**config.mk**
```make
export PLATFORM = sky130hd
export DESIGN_NAME = seq_pattern_tx
export DESIGN_NICKNAME = d
export VERILOG_FILES = /design/src/rtl/seq_pattern_pkg.sv /design/src/rtl/seq_pattern_shreg.sv /design/src/rtl/seq_pattern_tx.sv
export SDC_FILE = /design/constraint.sdc
export NUM_CORES = 1
export LEC_CHECK = 0
export CAP_MARGIN = 20
export CORE_MARGIN = 8
export CORE_UTILIZATION = 25
export DETAILED_ROUTE_END_ITERATION = 16
export PLACE_DENSITY = 0.54
export SLEW_MARGIN = 20
export SYNTH_ARGS = -nofsm -noshare
export SYNTH_HDL_FRONTEND = slang
export SYNTH_SLANG_ARGS = --single-unit
```
**constraint.sdc**
```tcl
create_clock -name clk -period 3.5 [get_ports clk]
set_input_delay 0.35 -clock clk [delete_from_list [all_inputs] [get_ports clk]]
set_output_delay 0.35 -clock clk [all_outputs]
set_load 0.05 [all_outputs]
```
**src/rtl/seq_pattern_pkg.sv**
```systemverilog
// Shared state encoding and default sizing for the serial pattern transmitter.
package seq_pattern_pkg;

    localparam int DEF_PAT_W = 4;
    localparam int DEF_CNT_W = 4;
    localparam int DEF_GAP_W = 3;

    typedef enum logic [1:0] {
        IDLE  = 2'd0,
        SHIFT = 2'd1,
        GAP   = 2'd2,
        DONE  = 2'd3
    } stateT;

endpackage

```
**src/rtl/seq_pattern_shreg.sv**
```systemverilog
// Loadable MSB-first pattern shift register with bit counter and last-bit flag.
module seq_pattern_shreg
    import seq_pattern_pkg::*;
#(
    parameter int PAT_W = DEF_PAT_W
) (
    input  logic             i_clk,
    input  logic             i_rstn,
    input  logic             i_load,
    input  logic             i_shift,
    input  logic [PAT_W-1:0] i_pattern,
    output logic             o_nextBit,
    output logic             o_lastBit
);
    localparam int BCW = $clog2(PAT_W);

    logic [PAT_W-1:0] r_shreg;
    logic [BCW-1:0]   r_bitCnt;

    // The MSB is the bit currently on the line; rotating keeps the whole word live.
    always_ff @(posedge i_clk or negedge i_rstn) begin
        if (!i_rstn) begin
            r_shreg  <= '0;
            r_bitCnt <= '0;
        end else if (i_load) begin
            r_shreg  <= i_pattern;
            r_bitCnt <= '0;
        end else if (i_shift) begin
            r_shreg  <= {r_shreg[PAT_W-2:0], r_shreg[PAT_W-1]};
            r_bitCnt <= r_bitCnt + BCW'(1);
        end
    end

    assign o_nextBit = r_shreg[PAT_W-2];
    assign o_lastBit = (r_bitCnt == BCW'(PAT_W-1));

endmodule

```
**src/rtl/seq_pattern_tx.sv**
```systemverilog
// Serial pattern transmitter: captured pattern sent MSB-first, repeated with zero-filled gaps.
// Define SEQ_PATTERN_TX_PARITY_EN to append an even-parity bit to every repetition.
module seq_pattern_tx
    import seq_pattern_pkg::*;
#(
    parameter int PAT_W = DEF_PAT_W,
    parameter int CNT_W = DEF_CNT_W,
    parameter int GAP_W = DEF_GAP_W
) (
    input  logic             clk,
    input  logic             rstn,
    input  logic             req_valid,
    output logic             req_ready,
    input  logic [PAT_W-1:0] req_pattern,
    input  logic [CNT_W-1:0] req_repeat,
    input  logic [GAP_W-1:0] req_gap,
    output logic             out,
    output logic             out_valid,
    output logic             busy,
    output logic             done
);
    stateT            r_state;
    stateT            w_nextState;
    logic [PAT_W-1:0] r_pattern;
    logic [PAT_W-1:0] w_loadValue;
    logic [CNT_W-1:0] r_repCnt;
    logic [GAP_W-1:0] r_gap;
    logic [GAP_W-1:0] r_gapCnt;
    logic             r_out;
    logic             r_outValid;
    logic             r_done;
    logic             w_nextOut;
    logic             w_nextOutValid;
    logic             w_nextDone;
    logic             w_capture;
    logic             w_load;
    logic             w_shift;
    logic             w_decRep;
    logic             w_loadGap;
    logic             w_decGap;
    logic             w_nextBit;
    logic             w_lastBit;
    logic             w_repEnd;

`ifdef SEQ_PATTERN_TX_PARITY_EN
    logic r_parPhase;
    logic w_nextParPhase;

    assign w_repEnd = r_parPhase;
`else
    assign w_repEnd = w_lastBit;
`endif

    seq_pattern_shreg #(.PAT_W(PAT_W)) uShreg (
        .i_clk     (clk),
        .i_rstn    (rstn),
        .i_load    (w_load),
        .i_shift   (w_shift),
        .i_pattern (w_loadValue),
        .o_nextBit (w_nextBit),
        .o_lastBit (w_lastBit)
    );

    always_ff @(posedge clk or negedge rstn) begin
        if (!rstn) begin
            r_state <= IDLE;
        end else begin
            r_state <= w_nextState;
        end
    end

    // Next-state logic also computes the next registered line values, so out follows accept by one clock.
    always_comb begin
        w_nextState    = r_state;
        w_loadValue    = r_pattern;
        w_nextOut      = 1'b0;
        w_nextOutValid = 1'b0;
        w_nextDone     = 1'b0;
        w_capture      = 1'b0;
        w_load         = 1'b0;
        w_shift        = 1'b0;
        w_decRep       = 1'b0;
        w_loadGap      = 1'b0;
        w_decGap       = 1'b0;
`ifdef SEQ_PATTERN_TX_PARITY_EN
        w_nextParPhase = 1'b0;
`endif
        case (r_state)
            IDLE: begin
                if (req_valid) begin
                    w_capture      = 1'b1;
                    w_load         = 1'b1;
                    w_loadValue    = req_pattern;
                    w_nextOut      = req_pattern[PAT_W-1];
                    w_nextOutValid = 1'b1;
                    w_nextState    = SHIFT;
                end
            end
            SHIFT: begin
                if (w_repEnd) begin
                    if (r_repCnt == '0) begin
                        w_nextDone  = 1'b1;
                        w_nextState = DONE;
                    end else begin
                        w_decRep = 1'b1;
                        if (r_gap == '0) begin
                            w_load         = 1'b1;
                            w_nextOut      = r_pattern[PAT_W-1];
                            w_nextOutValid = 1'b1;
                        end else begin
                            w_loadGap   = 1'b1;
                            w_nextState = GAP;
                        end
                    end
                end
`ifdef SEQ_PATTERN_TX_PARITY_EN
                else if (w_lastBit) begin
                    w_nextOut      = ^r_pattern;
                    w_nextOutValid = 1'b1;
                    w_nextParPhase = 1'b1;
                end
`endif
                else begin
                    w_shift        = 1'b1;
                    w_nextOut      = w_nextBit;
                    w_nextOutValid = 1'b1;
                end
            end
            GAP: begin
                if (r_gapCnt == GAP_W'(1)) begin
                    w_load         = 1'b1;
                    w_nextOut      = r_pattern[PAT_W-1];
                    w_nextOutValid = 1'b1;
                    w_nextState    = SHIFT;
                end else begin
                    w_decGap = 1'b1;
                end
            end
            DONE: begin
                w_nextState = IDLE;
            end
            default: begin
                w_nextState = IDLE;
            end
        endcase
    end

    always_ff @(posedge clk or negedge rstn) begin
        if (!rstn) begin
            r_out      <= 1'b0;
            r_outValid <= 1'b0;
            r_done     <= 1'b0;
            r_pattern  <= '0;
            r_repCnt   <= '0;
            r_gap      <= '0;
            r_gapCnt   <= '0;
`ifdef SEQ_PATTERN_TX_PARITY_EN
            r_parPhase <= 1'b0;
`endif
        end else begin
            r_out      <= w_nextOut;
            r_outValid <= w_nextOutValid;
            r_done     <= w_nextDone;
`ifdef SEQ_PATTERN_TX_PARITY_EN
            r_parPhase <= w_nextParPhase;
`endif
            if (w_capture) begin
                r_pattern <= req_pattern;
                r_repCnt  <= req_repeat;
                r_gap     <= req_gap;
            end else if (w_decRep) begin
                r_repCnt <= r_repCnt - CNT_W'(1);
            end
            if (w_loadGap) begin
                r_gapCnt <= r_gap;
            end else if (w_decGap) begin
                r_gapCnt <= r_gapCnt - GAP_W'(1);
            end
        end
    end

    assign out       = r_out;
    assign out_valid = r_outValid;
    assign done      = r_done;
    assign req_ready = (r_state == IDLE);
    assign busy      = (r_state != IDLE);

endmodule

```
## Yosys cells after proc, flatten, opt, wreduce, memory -nomap -nowiden

Index checks and enable logic that the tools add are counted.

- Bits in writable memories: 0
- Bits in read-only memories: 0
- Input port bits: 14
- Word-level logic and storage cells: 75
- Output and inout port bits: 5
- Bits in latches: 0
- Flip-flop bits (word level): 25
- Memories: 0

- Bitwise operators: 0
- Equality and inequality tests: 9
- Reduce and logical (&&, ||, !) cells: 8
- Multiplexer cells: 45
- Multiply operators: 0
- Div/mod/pow operators: 0
- Shift operators: 0
- Order comparisons: 0
- Add/subtract/negate cells: 3

Operators with widths:

| kind | count |
|---|---|
| 1-bit 2-to-1 mux | 26 |
| 4-bit 2-to-1 mux | 6 |
| 2-bit 2-to-1 mux | 7 |
| 1-bit case mux with 3 select lines | 3 |
| 2-bit case mux with 4 select lines | 1 |
| 2-bit nonzero test | 4 |
| 2-bit == test, second input constant | 3 |
| 3-bit 2-to-1 mux | 2 |
| 4-bit zero test | 1 |
| 2-bit inequality test, second input constant | 2 |
| 4-bit AND reduction | 1 |
| 4-bit by 1-bit subtractor with 4-bit output, second input constant | 1 |
| 3-bit by 1-bit == test with 1-bit output, second input constant | 1 |
| 3-bit zero test | 1 |
| 3-bit inequality test, second input constant | 1 |
| 3-bit by 1-bit subtractor with 3-bit output, second input constant | 1 |
| 2-bit by 1-bit adder with 2-bit output, second input constant | 1 |
| 2-bit by 1-bit == test with 1-bit output, second input constant | 1 |
| 2-bit zero test | 1 |
| 2-bit by 1-bit inequality test with 1-bit output, second input constant | 1 |

## Depth between registers and ports, before layout

- Depth after elaboration: 6
- Depth in mapped cells: 7
- Gate-level depth less buffers: 6

## Cells and area by module

From an unflattened synthesis, not the netlist that was laid out.

- Cells, all modules: 144
- Area, all modules: 1363.8 um2

Modules (own cells, without submodules):

| module | cells an instance | seq. area each (um2) | instances | area each (um2) |
|---|---|---|---|---|
| seq_pattern_tx | 119 | 475.5 | 1 | 1083.5 |
| seq_pattern_shreg | 25 | 150.1 | 1 | 280.3 |

## Least setup slack after synthesis

OpenSTA, ideal clock, no wires.

- Path type: reg-to-output
- Start: register r_state[0]
- End: output port busy
- Buffers on the path: 1
- Required time: 3.150 ns
- Stages on the path, launching flop included: 4
- Slack: 1.520 ns
- Arrival time: 1.630 ns
- Path through: dfrtp_1 > buf_2 > nor2_1 > inv_1

- Word-level cells in the longest chain between the ends: 1

RTL lines:

| element | line | RTL |
|---|---|---|
| start, declared | seq_pattern_tx.sv:22 | `stateT r_state;` |
| start signal, assigned | seq_pattern_tx.sv:68 | `r_state <= w_nextState;` |
| 2-bit nonzero test | seq_pattern_tx.sv:186 | `assign busy = (r_state != IDLE);` |
| end, declared | seq_pattern_tx.sv:19 | `output logic busy,` |

No other way between the ends.

## Final worst setup path

- Start: register r_state[0]
- End: output port req_ready

- Word-level cells in the longest chain between the ends: 1

RTL lines:

| element | line | RTL |
|---|---|---|
| 2-bit zero test | seq_pattern_tx.sv:185 | `assign req_ready = (r_state == IDLE);` |
| end, declared | seq_pattern_tx.sv:13 | `output logic req_ready,` |

No other way between the ends.

==> results.txt <==
Hpwl dp: 1890 um
Maximum root-to-sink buffer count: 2
Tot Pwr: 1.38 mW
Drt drc: 0
Post-synthesis instance area: 0.00123 mm^2
CTS tree: built
Latest clock arrival within the worst-skew pair: 0.27 ns
Die ar.: 0.00741 mm^2
Maximum fanout along the worst path: 9
Num CTS Buffers: 3
Setup violators final: 0
Critical path capture point type: primary output
Tightest Pin Transition: 0.557 ns
Pwr Density: 908 mW/mm^2
Hold-fix buffers, CTS: 0
Number of iterations in the first detailed-routing pass: 4
Most used DFF post-synth: dfrtp_1
Switch share: 0.396
Row cnt: 25
Max-cap violations: 0
Final period utilization: 0.602
Post-synthesis sequential area ratio: 0.509
Asr flop ratio synth: 1.00
Buf/Inv on CP: 1
Syn Inst Count: 110
CORE AREA: 0.00472 mm^2
Final setup margin: 1.39 ns
Register Area: 626 um^2
Crit path cell chain: nor2_1 > clkdlybuf4s50_1
Yosys reg bits: 25
Commonest non-fill, non-tap cell in the layout: dfrtp_1
H-tree depth: 1
Global-route usage over all layers: 0.0746
Placer Congestion: 0.776
Startpoint types: flop
Post-synthesis net count: 128
Synth warn: 0
Final WL: 2520 um
Crit-path max cell delay: 0.83 ns
Drt via density: 4.38
Diode count: 0
Layout cell share with drive strength beyond 1: 0.147
Pre-CTS setup slack: 1.31 ns
Die width: 86.1 um
Post-CTS Setup Repair Bufs: 0
Pint: 0.834 mW
FMAX: 0.474 GHz
Worst min path class: in2async
Grt total ovfl: 0
EDFF count, synth: 0
TNS Setup: 0 ns
1st-iter DRT viols: 17
VDD IR-drop max: 0.262 mV
Largest net degree at the start of global routing: 26
Arr. time, crit path: 1.76 ns
Switching component of the power: 0.548 mW
Clock root buffer: clkbuf_8
Avg Inst Size Synth: 11.2 um^2
Filler cell count: 467
Clock transition at path regs: 0.08 ns
Post-CTS Resized: 0
Initial antenna violation count: 0
IO Pins: 19
Vias: 859
Final setup skew: 0.00205 ns
Most frequent cells in the layout: 25 x dfrtp_1, 17 x clkdlybuf4s50_1, 9 x nand2_1, 9 x mux2_2, 8 x nor2_1
P&R area growth vs syn: 23.9%
Final max-slew violation count: 0
Comb power frac: 0.489
Vias in the first global route: 931
Die height: 86.1 um
Final min period: 2.11 ns
Seq pwr share: 0.388
Netlist cell types: 32
Final hold viol count: 0
Relative slew slack: 0.628
WL per Instance: 12.9 um
CP max stage cell: clkdlybuf4s50_1
CP Data Required Time: 3.15 ns
Leak: 0.669 nW
Status: finished, final reports clean
Starting Density: 0.260
Share of total power in the clock network: 0.123
Nets: 148
DRT antenna net count: 0
Crit path max-delay family: buffers and inverters
First-pass GRT wire length: 4450 um
Critical path class: reg2out
CTS Sinks: 25
Footprint of the multi-input gates: 558 um^2
RSZ-0062 raised after global routing: no
Port bufs: 18
## power groups by stage
| stage | clock network, mW | registers [mW] | logic, mW |
|---|---|---|---|
| 2_1_floorplan | 0 | 0.543 | 0.502 |
| 3_3_place_gp | 0 | 0.540 | 0.666 |
| 3_5_place_dp | 0 | 0.542 | 0.689 |
| 4_1_cts | 0.182 | 0.538 | 0.690 |
| 5_1_grt | 0.188 | 0.556 | 0.760 |
| 6_report | 0.170 | 0.536 | 0.675 |
## flip-flops by register name (all words and copies together), names as in the netlist
register,count
uShreg.r_bitCnt,2
done,1
r_gap,3
uShreg.r_shreg,4
out_valid,1
r_gapCnt,3
r_pattern,4
r_state,2
out,1
r_repCnt,4
## cells by family (layout without fill, tap and decap cells)
kind of cell,count (synthesis),in the layout,synth area share
XOR/XNOR,5,5,0.0356
AO/OA/AOI/OAI,19,19,0.126
flip-flops,25,25,0.509
adder cells (fa/ha/maj),4,4,0.0407
multiplexers,11,11,0.0988
AND/OR/NAND/NOR,35,35,0.153
buffers and inverters,11,30,0.0367
## final cells by class
cell class,count,share of cell area
inverter,7,0.0173
timing repair buffer,19,0.120
clock buffer,3,0.0271
tap,67,0.0551
clock inverter,1,0.00329
multi-input combinational,74,0.366
sequential,25,0.411
## synth_stat cells (2+ instances only)
cell type  number  area share
ha_1            4       0.041
a21o_1          2       0.012
nand2b_1        3       0.015
a221o_1         4       0.033
o22a_1          2       0.014
mux2_2          9       0.082
nand2_1         9       0.027
inv_1           7       0.021
and2_1          3       0.015
nand3_1         3       0.012
xnor2_1         3       0.021
o21ai_0         4       0.016
dfrtp_1        25        0.51
xor2_1          2       0.014
mux2i_1         2       0.016
nor3_1          2      0.0081
o221a_2         2       0.018
nor2_1          8       0.024
buf_2           3       0.012
## metal layers
metal / global-route usage / wire (um) / share of wire / up-vias
li1: - / - / - / 422
met1: 0.0969 / 1230 / 0.49 / 415
met2: 0.108 / 1110 / 0.44 / 17
met3: 0.0277 / 147 / 0.058 / 5
met4: 0.0287 / 36 / 0.014 / 0
met5: 0 / 0 / 0 / -
## per-stage QoR
stage | utilization | std cells | hold slack, ns | instance area (um^2)
floorplan | - | 110 | 0.0544 | 1230
global placement | 0.314 | 192 | 0.484 | 1480
detailed placement | 0.314 | 192 | 0.491 | 1480
CTS | 0.323 | 196 | 0.512 | 1530
global route | 0.322 | 196 | 0.109 | 1520
finish | 0.322 | 196 | 0.0599 | 1520
## final timing paths
| check | slack [ns] | endpoint | from | depth (start not counted) |
|---|---|---|---|---|
| max | 1.39 | req_ready | r_state[0]$_DFFE_PN0P_ | 2 |
| min | 0.06 | r_pattern[1]$_DFFE_PN0N_ | rstn | 1 |
| max reg2reg | 1.58 | uShreg.r_shreg[1]$_DFFE_PN0P_ | r_repCnt[0]$_DFFE_PN0P_ | 6 |
| min reg2reg | 0.51 | r_pattern[0]$_DFFE_PN0N_ | r_pattern[0]$_DFFE_PN0N_ | 1 |
| max in group asynchronous | 3.07 | r_state[0]$_DFFE_PN0P_ | rstn | 1 |
| min in group clk | 0.51 | r_pattern[0]$_DFFE_PN0N_ | r_pattern[0]$_DFFE_PN0N_ | 1 |
Power figures use the tool's default switching activity.
